===== config.mk =====
export PLATFORM = sky130hd
export DESIGN_NAME = des_key_schedule
export DESIGN_NICKNAME = d
export VERILOG_FILES = /design/src/rtl/des_pkg.sv /design/src/rtl/permuted_choice_1.sv /design/src/rtl/des_key_schedule.sv
export SDC_FILE = /design/constraint.sdc
export NUM_CORES = 1
export LEC_CHECK = 0
export BUFFER_PORTS_ARGS = -buffer_cell sky130_fd_sc_hd__buf_2
export CORE_UTILIZATION = 25
export DETAILED_ROUTE_END_ITERATION = 10
export GPL_TIMING_DRIVEN = 1
export SYNTH_ARGS = -nofsm -noshare
export SYNTH_HDL_FRONTEND = slang
export SYNTH_SLANG_ARGS = --single-unit
export TNS_END_PERCENT = 30

===== constraint.sdc =====
create_clock -name clk -period 3.4 [get_ports clk]
set_input_delay 0.17 -clock clk [delete_from_list [all_inputs] [get_ports clk]]
set_output_delay 0.17 -clock clk [all_outputs]
set_load 0.005 [all_outputs]

===== src/rtl/des_pkg.sv =====
// Shared DES key-schedule constants, state encoding and rotation helpers.
// C||D layout: bits [27:0] hold C, [55:28] hold D, index 0 = DES bit 1 of each half.
package des_pkg;

   localparam int DES_ROUNDS = 16;
   localparam int KEY_W      = 64;
   localparam int CD_W       = 56;
   localparam int HALF_W     = 28;
   localparam int SUBKEY_W   = 48;

   // Entry n holds the shift of DES round n+1.
   localparam int unsigned SHIFT_SCHEDULE [DES_ROUNDS] =
      '{1, 1, 2, 2, 2, 2, 2, 2, 1, 2, 2, 2, 2, 2, 2, 1};

   localparam int PC1_TABLE [CD_W] = '{
      57, 49, 41, 33, 25, 17,  9,
       1, 58, 50, 42, 34, 26, 18,
      10,  2, 59, 51, 43, 35, 27,
      19, 11,  3, 60, 52, 44, 36,
      63, 55, 47, 39, 31, 23, 15,
       7, 62, 54, 46, 38, 30, 22,
      14,  6, 61, 53, 45, 37, 29,
      21, 13,  5, 28, 20, 12,  4
   };

   typedef enum logic {
      ST_IDLE = 1'b0,
      ST_RUN  = 1'b1
   } ks_state_t;

   function automatic int unsigned shift_for_round(input logic [3:0] rnd0);
      return SHIFT_SCHEDULE[rnd0];
   endfunction

   // DES left shift moves bit i+k into position i; with index 0 = DES bit 1
   // that is a right shift of the vector.
   function automatic logic [HALF_W-1:0] rotl_half(input logic [HALF_W-1:0] h,
                                                    input int unsigned k);
      return (h >> k) | (h << (HALF_W - k));
   endfunction

   function automatic logic [HALF_W-1:0] rotr_half(input logic [HALF_W-1:0] h,
                                                    input int unsigned k);
      return (h << k) | (h >> (HALF_W - k));
   endfunction

   function automatic logic [CD_W-1:0] rotl_cd(input logic [CD_W-1:0] cd,
                                               input int unsigned k);
      return {rotl_half(cd[CD_W-1:HALF_W], k), rotl_half(cd[HALF_W-1:0], k)};
   endfunction

   function automatic logic [CD_W-1:0] rotr_cd(input logic [CD_W-1:0] cd,
                                               input int unsigned k);
      return {rotr_half(cd[CD_W-1:HALF_W], k), rotr_half(cd[HALF_W-1:0], k)};
   endfunction

endpackage


===== src/rtl/permuted_choice_1.sv =====
// Combinational DES PC-1: 64-bit key (index i = DES bit i+1) to 56-bit C||D.
module permuted_choice_1
   import des_pkg::*;
(
   input  logic [KEY_W-1:0] i_key,
   output logic [CD_W-1:0]  o_cd
);

   // Parity bits (DES bits 8,16,..,64) never reach the schedule.
   logic w_parity_unused;
   assign w_parity_unused = ^{i_key[7], i_key[15], i_key[23], i_key[31],
                              i_key[39], i_key[47], i_key[55], i_key[63]};

   generate
      for (genvar gi = 0; gi < CD_W; gi++) begin : g_pc1
         assign o_cd[gi] = i_key[PC1_TABLE[gi] - 1];
      end
   endgenerate

endmodule


===== src/rtl/des_key_schedule.sv =====
// Sequential DES key schedule: loads a key through PC-1, then hands out the
// sixteen C||D round values (encrypt or decrypt order) over a valid/ready port.
module des_key_schedule
   import des_pkg::*;
#(
   parameter int NUM_ROUNDS = DES_ROUNDS
)
(
   input  logic             clk,
   input  logic             rst_n,
   input  logic             key_valid,
   output logic             key_ready,
   input  logic [KEY_W-1:0] key_in,
   input  logic             decrypt,
   output logic             ks_valid,
   input  logic             ks_ready,
   output logic [CD_W-1:0]  ks_cd,
   output logic [3:0]       ks_round,
   output logic             busy
);

   localparam logic [3:0] LAST_ROUND = 4'(NUM_ROUNDS - 1);

   ks_state_t        r_state;
   logic             r_mode;
   logic             r_valid;
   logic [CD_W-1:0]  r_cd;
   logic [3:0]       r_round;

   logic [CD_W-1:0]  w_pc1;
   logic [CD_W-1:0]  w_load_cd;
   logic [CD_W-1:0]  w_next_cd;
   logic             w_last;

   permuted_choice_1 u_pc1 (
      .i_key (key_in),
      .o_cd  (w_pc1)
   );

   // Decrypt starts from CD16, which equals PC1(key) since the shifts sum to 28.
   assign w_load_cd = decrypt ? w_pc1 : rotl_cd(w_pc1, shift_for_round(4'd0));

   // Encrypt steps to round r_round+2, decrypt undoes round 16-r_round.
   assign w_next_cd = r_mode ? rotr_cd(r_cd, shift_for_round(4'd15 - r_round))
                             : rotl_cd(r_cd, shift_for_round(r_round + 4'd1));

   assign w_last = (r_round == LAST_ROUND);

   always_ff @(posedge clk or negedge rst_n) begin
      if (!rst_n) begin
         r_state <= ST_IDLE;
         r_mode  <= 1'b0;
         r_valid <= 1'b0;
         r_cd    <= '0;
         r_round <= '0;
      end else begin
         case (r_state)
            ST_IDLE: begin
               if (key_valid) begin
                  r_state <= ST_RUN;
                  r_mode  <= decrypt;
                  r_cd    <= w_load_cd;
                  r_round <= '0;
                  r_valid <= 1'b1;
               end
            end
            ST_RUN: begin
               if (r_valid && ks_ready) begin
                  if (w_last) begin
                     r_valid <= 1'b0;
                     r_state <= ST_IDLE;
                  end else begin
                     r_round <= r_round + 4'd1;
                     r_cd    <= w_next_cd;
                  end
               end
            end
            default: r_state <= ST_IDLE;
         endcase
      end
   end

   assign key_ready = (r_state == ST_IDLE);
   assign busy      = (r_state == ST_RUN);
   assign ks_valid  = r_valid;
   assign ks_cd     = r_cd;
   assign ks_round  = r_round;

endmodule


==> metrics, run 1 <==
Clock Pin Slew Worst Setup and Hold Paths=0.06 ns; n_diodes=0; via/cell ratio=5.49; Initial DRC Count=673; count of cell types in the netlist=67; fmax=330 MHz; CP arrival=3.29 ns; worst flop-to-flop path endpoint=ks_cd[55]; Post-synth top flop=dfrtp_1; Tot GR Track Use=0.177; final setup TNS=0 ns; Clock Root Buffer=clkbuf_16; post-CTS setup buffers=0; Reg2Reg Depth=9; period utilization=0.892; pwr dens=486 nW/µm²; Worst Tran Pin Value=1.02 ns; Std-Cell Core Area=25300 µm²; drt pass-1 iters=5; Worst R2R Setup Slack=0.37 ns; Setup Skew=0.00951 ns; Vias=7032; final std cell area, no fill=7790 µm²; Post-synth EDFFs=0; hpwl dp=17100 µm; fin crit period=3.03 ns; H-Tree Level Count=3; largest net degree at the start of global routing=55; die area=26500 µm²; row count=58; wire length per cell=18.2 µm; Starting Density=0.255; pins over their slew limit=0; TritonCTS Buffers=9; CTS tree=done; Seq cells post-synth=63; grt ovf=0; Layout Nets=1024; worst skew pair latency=0.34 ns; RSZ-0062 raised after global routing=no; critical path required time=3.66 ns; mapped cell area=6450 µm²; DRC=0; Avg Cell Area, Syn=7.48 µm²; first-pass GRT wire length=36900 µm; Die X=163 µm; DP Area=7430 µm²; antenna violations before repair=1; outcome=finished clean; vias in the first global route=6314; port bufs=123; relative slew slack=0.321; syn nets=940; fin util=0.308; post-route antenna net violation count=0; Clock Sink Count=63; io pins=132; max-cap violations=0; Die Y=163 µm; type of origin of the critical path=flip-flop; CP max FO=13; VDD IR-drop max=0.321 mV; worst min path class=input port to flip-flop; ys async rst share=1.00; Worst Setup End Kind=flip-flop; layout cells sized above 1=0.224; Worst setup startpoint=ks_round[1]; worst reg2reg path startpoint=ks_round[1]; Leak=3.59 nW; Post-Syn Instances=863; Hold Fails Final Rpt=0; sequential area share after synthesis=0.244; drt total wl=23400 µm; Layout area overhead=20.7%; Syn. warnings=0; final setup vio count=0; Crit Path Class=flip-flop to flip-flop; clock buffer depth=2; worst setup path endpoint=ks_cd[55]; Routability Congestion=0.916
[worst max-delay path, cell delays in order (launching register included)]
cell      delay (ns)
dfrtp_1         0.51
ha_1            0.28
xnor2_1         0.18
or4_1           0.57
o31a_1          0.15
ha_1            0.38
nor2_1          0.08
mux2_4          0.28
a2111o_1        0.37
a31oi_1         0.15
[cells in the final DEF, fill, tap and decap left out, types with 3 or more instances in the layout]
cell,instances
nor2_1,34
o21ai_1,4
dfrtp_1,61
a211oi_1,5
and3_1,3
nor2b_1,3
a21oi_1,94
a211o_1,5
a221oi_1,3
mux2_2,24
nand2_1,108
nor3_1,41
o21ai_0,86
ha_1,8
or2_2,3
a21boi_0,6
o211ai_1,6
nand3_1,40
clkbuf_16,9
buf_2,122
mux2i_1,115
o31ai_1,4
clkbuf_8,4
nand2b_1,7
inv_2,3
a311oi_1,3
a31oi_1,40
o22ai_1,8
inv_1,9
o2bb2ai_1,3
buf_4,36
[flip-flops by register name, indices dropped and copies added, names as in the netlist]
signal    cells
ks_cd        56
ks_round      4
busy          1
ks_valid      1
r_mode        1
[worst min-delay path by stage]
stage                   from           to  slack, ns  cells past startpoint
global placement       rst_n  ks_round[1]       0.25                      1
floorplan              rst_n         busy      -0.13                      0
detailed placement     rst_n  ks_round[1]       0.25                      1
global route        ks_ready     ks_valid       0.17                      4
CTS                 ks_ready     ks_valid       0.13                      4
finish              ks_ready     ks_valid       0.15                      4
[synth_stat cells, types with 3 or more instances]
library cell	n	area, µm²
a211o_1	5	43.8
nand2b_1	7	43.8
o21ai_0	86	430
a221oi_1	3	26.3
nor2b_1	3	18.8
nor2_1	34	128
a21boi_0	6	45.0
dfrtp_1	63	1580
o22ai_1	8	50.1
nor3_1	41	205
a311oi_1	3	26.3
o21ai_1	4	20.0
o2bb2ai_1	3	26.3
a211oi_1	6	45.0
mux2_2	24	270
inv_1	9	33.8
nand3_1	40	200
o211ai_1	6	45.0
ha_1	8	100
inv_2	3	11.3
buf_2	14	70.1
mux2i_1	115	1150
or2_2	3	18.8
o31ai_1	4	30.0
and3_1	3	18.8
a31oi_1	41	257
clkbuf_1	61	229
buf_1	10	37.5
a21oi_1	94	470
nand2_1	108	405
[cells by family (layout without fill, tap and decap cells)]
logic type,Yosys count,in the layout,synth area share
adder cells (fa/ha/maj),8,8,0.0155
AND/OR/NAND/NOR,253,253,0.176
multiplexers,141,141,0.224
flip-flops,63,63,0.244
XOR/XNOR,3,3,0.00407
buffers and inverters,99,188,0.0621
AO/OA/AOI/OAI,296,296,0.273
[routing by layer]
| metal | global-route usage | part of all wire |
|---|---|---|
| met4 | 0.0540 | 0.018 |
| met2 | 0.263 | 0.44 |
| met1 | 0.258 | 0.47 |
| met5 | 0 | 0.00077 |
| met3 | 0.0293 | 0.070 |
[through the flow]
step	instances	total power, mW	hold slack [ns]	worst slack [ns]
finish	1282	3.79	0.147	0.367
global route	1282	4.00	0.170	0.0705
CTS	1282	3.78	0.130	0.369
detailed placement	1265	2.70	0.248	0.383
global placement	1265	2.68	0.250	0.417
floorplan	863	2.15	-0.126	0.0872
[layout make-up]
cell class	instances	area, µm²
repair buffers	160	911
inverters	12	45.0
clock buffers	14	284
multi-input cells	701	4500
fillers	2813	17500
well taps	330	413
clock inverters	2	60.1
flip-flops and latches	63	1580
[repair_timing]
item / in CTS / in global routing
hold endpoints to repair: 26 / 0
gates resized for setup: 0 / 0
hold buffers: 1 / 0
[report_power, final]
part	switching, mW	total, mW	internal, mW
Sequential	0.194	1.02	0.822
Clock	0.348	1.07	0.723
Combinational	0.992	1.70	0.707
Total	1.53	3.79	2.25
Power figures use the tool's default switching activity.
==> run 2: changes to the inputs <==
--- a/config.mk
+++ b/config.mk
@@ -9,6 +9,7 @@
 export CORE_UTILIZATION = 25
 export DETAILED_ROUTE_END_ITERATION = 10
 export GPL_TIMING_DRIVEN = 1
+export PLACE_DENSITY = 0.42
 export SYNTH_ARGS = -nofsm -noshare
 export SYNTH_HDL_FRONTEND = slang
 export SYNTH_SLANG_ARGS = --single-unit
==> metrics, run 2 (synthesized netlist as in run 1, its figures left out) <==
outcome=finished with violations; violated checks=hold timing; Sequential Power Share=0.273; Int Power=2.14 mW; Crit Path Class=flip-flop to flip-flop; Worst Tran Pin Value=0.984 ns; Die Y=163 µm; worst skew pair latency=0.35 ns; post-route antenna net violation count=0; Layout area overhead=20.0%; most frequent cells in the layout=122 x buf_2, 115 x mux2i_1, 108 x nand2_1; CTS Hold Bufs=0; n_diodes=0; pwr dens=481 nW/µm²; relative slew slack=0.342; fmax=324 MHz; pins over their slew limit=0; setup slack after layout=0.311 ns; worst min path class=input port to async pin; drt pass-1 iters=7; Multi-input gate area=4500 µm²; die area=26500 µm²; sw frac=0.424; CP Depth=10; WP buf/inv=1; final setup TNS=0 ns; Top Family by Delay on Critical Path=simple AND/OR/NAND/NOR gates; Initial DRC Count=522; final setup vio count=0; cell mode on critical path=ha_1; DP Area=7430 µm²; Reg2Reg Depth=10; hpwl dp=17900 µm; commonest non-fill, non-tap cell in the layout=buf_2; antenna violations before repair=0; Register Area=1580 µm²; layout cells sized above 1=0.225; period utilization=0.909; critical path required time=3.63 ns; Worst Hold Margin=-0.0399 ns; Clock Sink Count=63; pre-CTS setup slack=0.281 ns; CP max FO=10; fillcell total=2804; Std-Cell Core Area=25300 µm²; Starting Density=0.255; drt total wl=25500 µm; Layout Nets=1023; row count=58; via/cell ratio=5.45; TritonCTS Buffers=9; wire length per cell=19.9 µm; first-pass GRT wire length=40500 µm; VDD IR-drop max=0.210 mV; Hold Fails Final Rpt=31; Max stage delay cell, worst path=or4_1; Vias=6985; DRC=0; Comb power frac=0.464; fin crit period=3.09 ns; largest net degree at the start of global routing=63; max-cap violations=0; proportion of power drawn by the clock network=0.263; flip-flop count of the largest register after layout=56; vias in the first global route=6766; Clock Root Buffer=clkbuf_16; H-Tree Level Count=3; RSZ-0062 raised after global routing=no; Clock Pin Slew Worst Setup and Hold Paths=0.06 ns; CP arrival=3.32 ns; Power Total=3.73 mW; port bufs=123; grt ovf=0; max incr delay on CP=0.58 ns; NetSw=1.58 mW; Routability Congestion=0.860; Tot GR Track Use=0.197; Die X=163 µm; Setup Skew=0.00949 ns; final std cell area, no fill=7740 µm²; crit-path cells=ha_1 -> xnor2_1 -> or4_1 -> o31a_1 -> ha_1 -> buf_4 -> nor2_1 -> nand2_1 -> or3_1 -> o311ai_0; io pins=132; type of origin of the critical path=flip-flop; Leak=3.57 nW; clock buffer depth=2; Worst Setup End Kind=flip-flop; CTS tree=done
==> run 2: through the flow <==
| stage | utilization | cells |
|---|---|---|
| final | 0.307 | 1281 |
| after global routing | 0.307 | 1281 |
| after CTS | 0.306 | 1281 |
| after detailed placement | 0.294 | 1265 |
| after global placement | 0.294 | 1265 |
| after floorplan | - | 863 |
==> run 2: routing by layer <==
layer / wire, µm / global-route usage / up-vias
met2: 11300 / 0.304 / 224
li1: - / - / 3363
met5: 0 / 0 / -
met1: 12400 / 0.282 / 3380
met4: 417 / 0.0569 / 0
met3: 1350 / 0.0295 / 18
==> run 2: cell type report <==
cell class	count	share of cell area
clock buffer	13	0.0336
inverter	12	0.00582
sequential	63	0.204
timing repair buffer	159	0.116
tap	330	0.0533
clock inverter	3	0.00549
multi-input combinational	701	0.582
==> run 2: worst paths after layout <==
check	slack (ns)	endpoint	startpoint
max in group asynchronous	2.65	ks_cd[37]	rst_n
hold / removal	-0.04	ks_cd[1]	rst_n
min in group clk	0.13	ks_valid	ks_ready
hold reg to reg	0.58	ks_valid	ks_valid
setup reg to reg	0.31	ks_cd[25]	ks_round[0]
setup / recovery	0.31	ks_cd[25]	ks_round[0]
==> run 2: power groups by stage <==
stage               Clock, mW  Sequential [mW]  Combinational (mW)
detailed placement          0             1.03                1.71
global placement            0             1.03                1.71
CTS                      1.00             1.01                1.72
global route             1.05             1.04                1.91
floorplan                   0            0.937                1.21
finish                  0.981             1.02                1.73
==> run 2: what timing repair did <==
action,in CTS,in global routing
setup endpoints to repair,0,3
buffers inserted,0,0
gates resized for setup,0,1
==> run 3: changes to the inputs <==
--- a/config.mk
+++ b/config.mk
@@ -9,7 +9,7 @@
 export CORE_UTILIZATION = 25
 export DETAILED_ROUTE_END_ITERATION = 10
 export GPL_TIMING_DRIVEN = 1
-export PLACE_DENSITY = 0.42
+export PLACE_DENSITY = 0.41
 export SYNTH_ARGS = -nofsm -noshare
 export SYNTH_HDL_FRONTEND = slang
 export SYNTH_SLANG_ARGS = --single-unit
==> constraint.sdc (replaced) <==
create_clock -name clk -period 3 [get_ports clk]
set_input_delay 0.15 -clock clk [delete_from_list [all_inputs] [get_ports clk]]
set_output_delay 0.15 -clock clk [all_outputs]
set_load 0.005 [all_outputs]
==> metrics, run 3 (synthesized netlist as in run 1, its figures left out) <==
Layout Nets=1030; Int Power=2.35 mW; relative slew slack=0.509; Worst Tran Pin Value=0.736 ns; commonest non-fill, non-tap cell in the layout=buf_2; hpwl dp=17900 µm; fin util=0.310; flip-flop count of the largest register after layout=56; CP arrival=3.10 ns; vias in the first global route=6742; Vias=6978; Hold Fails Final Rpt=0; io pins=132; Clock Sink Count=63; Starting Density=0.255; Reg2Reg Depth=11; fmax=352 MHz; hold path endpoint=ks_valid; Top Family by Delay on Critical Path=compound AO/OA/AOI/OAI gates; Max stage delay cell, worst path=dfrtp_2; n_diodes=0; wire length per cell=20.1 µm; crit-path cells=ha_4 -> buf_4 -> o21ai_0 -> o31ai_4 -> nor2_4 -> inv_2 -> ha_4 -> nor2_1 -> mux2_4 -> a2111o_1 -> a31oi_1; fin crit period=2.84 ns; sw frac=0.433; TritonCTS Buffers=9; worst reg2reg path startpoint=ks_round[1]; Initial DRC Count=593; setup slack after layout=0.160 ns; pwr dens=530 nW/µm²; fillcell total=2770; Power Total=4.15 mW; RSZ-0062 raised after global routing=no; final std cell area, no fill=7840 µm²; final setup vio count=0; Register Area=1580 µm²; row count=58; H-Tree Level Count=3; Clock Root Buffer=clkbuf_16; drt total wl=25800 µm; Setup Skew=0.00950 ns; Tot GR Track Use=0.200; pins over their slew limit=0; Die X=163 µm; Clock Pin Slew Worst Setup and Hold Paths=0.06 ns; critical path required time=3.26 ns; type of origin of the critical path=flip-flop; largest net degree at the start of global routing=73; CP max FO=12; max-cap violations=0; Worst Setup End Kind=flip-flop; period utilization=0.947; post-route antenna net violation count=0; DRC=0; max incr delay on CP=0.50 ns; DP Area=7550 µm²; port bufs=123; worst min path class=input port to flip-flop; VDD IR-drop max=0.296 mV; Std-Cell Core Area=25300 µm²; most frequent cells in the layout=122 x buf_2, 115 x mux2i_1, 108 x nand2_1; first-pass GRT wire length=41300 µm; Layout area overhead=21.5%; Leak=3.59 nW; grt ovf=0; Die Y=163 µm; CTS tree=done; proportion of power drawn by the clock network=0.234; worst skew pair latency=0.34 ns; Worst Hold Launch=ks_ready; drt pass-1 iters=6; Multi-input gate area=4540 µm²; via/cell ratio=5.43; outcome=finished clean; Comb power frac=0.487; WP buf/inv=2; antenna violations before repair=0; cell mode on critical path=ha_4; pre-CTS setup slack=0.130 ns; NetSw=1.80 mW; Sequential Power Share=0.279; worst flop-to-flop path endpoint=ks_cd[55]; die area=26500 µm²; clock buffer depth=2; Routability Congestion=0.842; Worst Hold Path Cells=4; Worst R2R Setup Slack=0.16 ns; Crit Path Class=flip-flop to flip-flop; layout cells sized above 1=0.235
## run 3: final cells by class
| class | instances | share of cell area |
|---|---|---|
| clock buffers | 11 | 0.0310 |
| clock inverters | 2 | 0.00128 |
| inverters | 12 | 0.00575 |
| multi-input cells | 701 | 0.580 |
| flip-flops and latches | 63 | 0.202 |
| well taps | 330 | 0.0527 |
| repair buffers | 166 | 0.128 |
## run 3: worst reg2reg max path: stages, from the launching register on
cell      delay, ns
dfrtp_2        0.50
ha_4           0.20
buf_4          0.18
o21ai_0        0.39
o31ai_4        0.11
nor2_4         0.10
inv_2          0.06
ha_4           0.33
nor2_1         0.07
mux2_4         0.28
a2111o_1       0.38
a31oi_1        0.16
## run 3: layer usage
metal | part of all wire | GRT usage | routed length, µm
met5 | 0 | 0 | 0
met4 | 0.0073 | 0.0331 | 188
met3 | 0.055 | 0.0298 | 1430
met2 | 0.44 | 0.306 | 11500
met1 | 0.49 | 0.297 | 12700
## run 3: through the flow
step	TNS, ns	hold WS, ns	std cells
2_1_floorplan	-0.0155	-0.146	863
3_3_place_gp	0	0.213	1270
3_5_place_dp	0	0.212	1270
4_1_cts	0	0.108	1284
5_1_grt	0	0.121	1285
6_report	0	0.113	1285
## run 3: what timing repair did
action | CTS | global route
hold endpoints to repair | 63 | 0
setup endpoints to repair | 0 | 7
setup buffers | 0 | 1
hold buffers | 1 | 0
gates resized for setup | 0 | 5
## run 3: power by group through the flow
stage / clock network, mW / logic [mW] / registers (mW)
6_report: 0.971 / 2.02 / 1.16
5_1_grt: 1.04 / 2.24 / 1.18
4_1_cts: 0.992 / 2.00 / 1.15
3_5_place_dp: 0 / 1.99 / 1.17
3_3_place_gp: 0 / 1.99 / 1.17
2_1_floorplan: 0 / 1.43 / 1.07
## run 3: worst max-delay path by stage
stage	start	endpoint	slack, ns	cells past startpoint
2_1_floorplan	ks_round[0]	ks_cd[55]	-0.02	13
4_1_cts	ks_round[1]	ks_cd[54]	0.12	10
5_1_grt	ks_round[1]	ks_cd[55]	0.02	11
3_3_place_gp	ks_round[1]	ks_cd[54]	0.17	10
6_report	ks_round[1]	ks_cd[55]	0.16	11
3_5_place_dp	ks_round[0]	ks_cd[54]	0.13	10
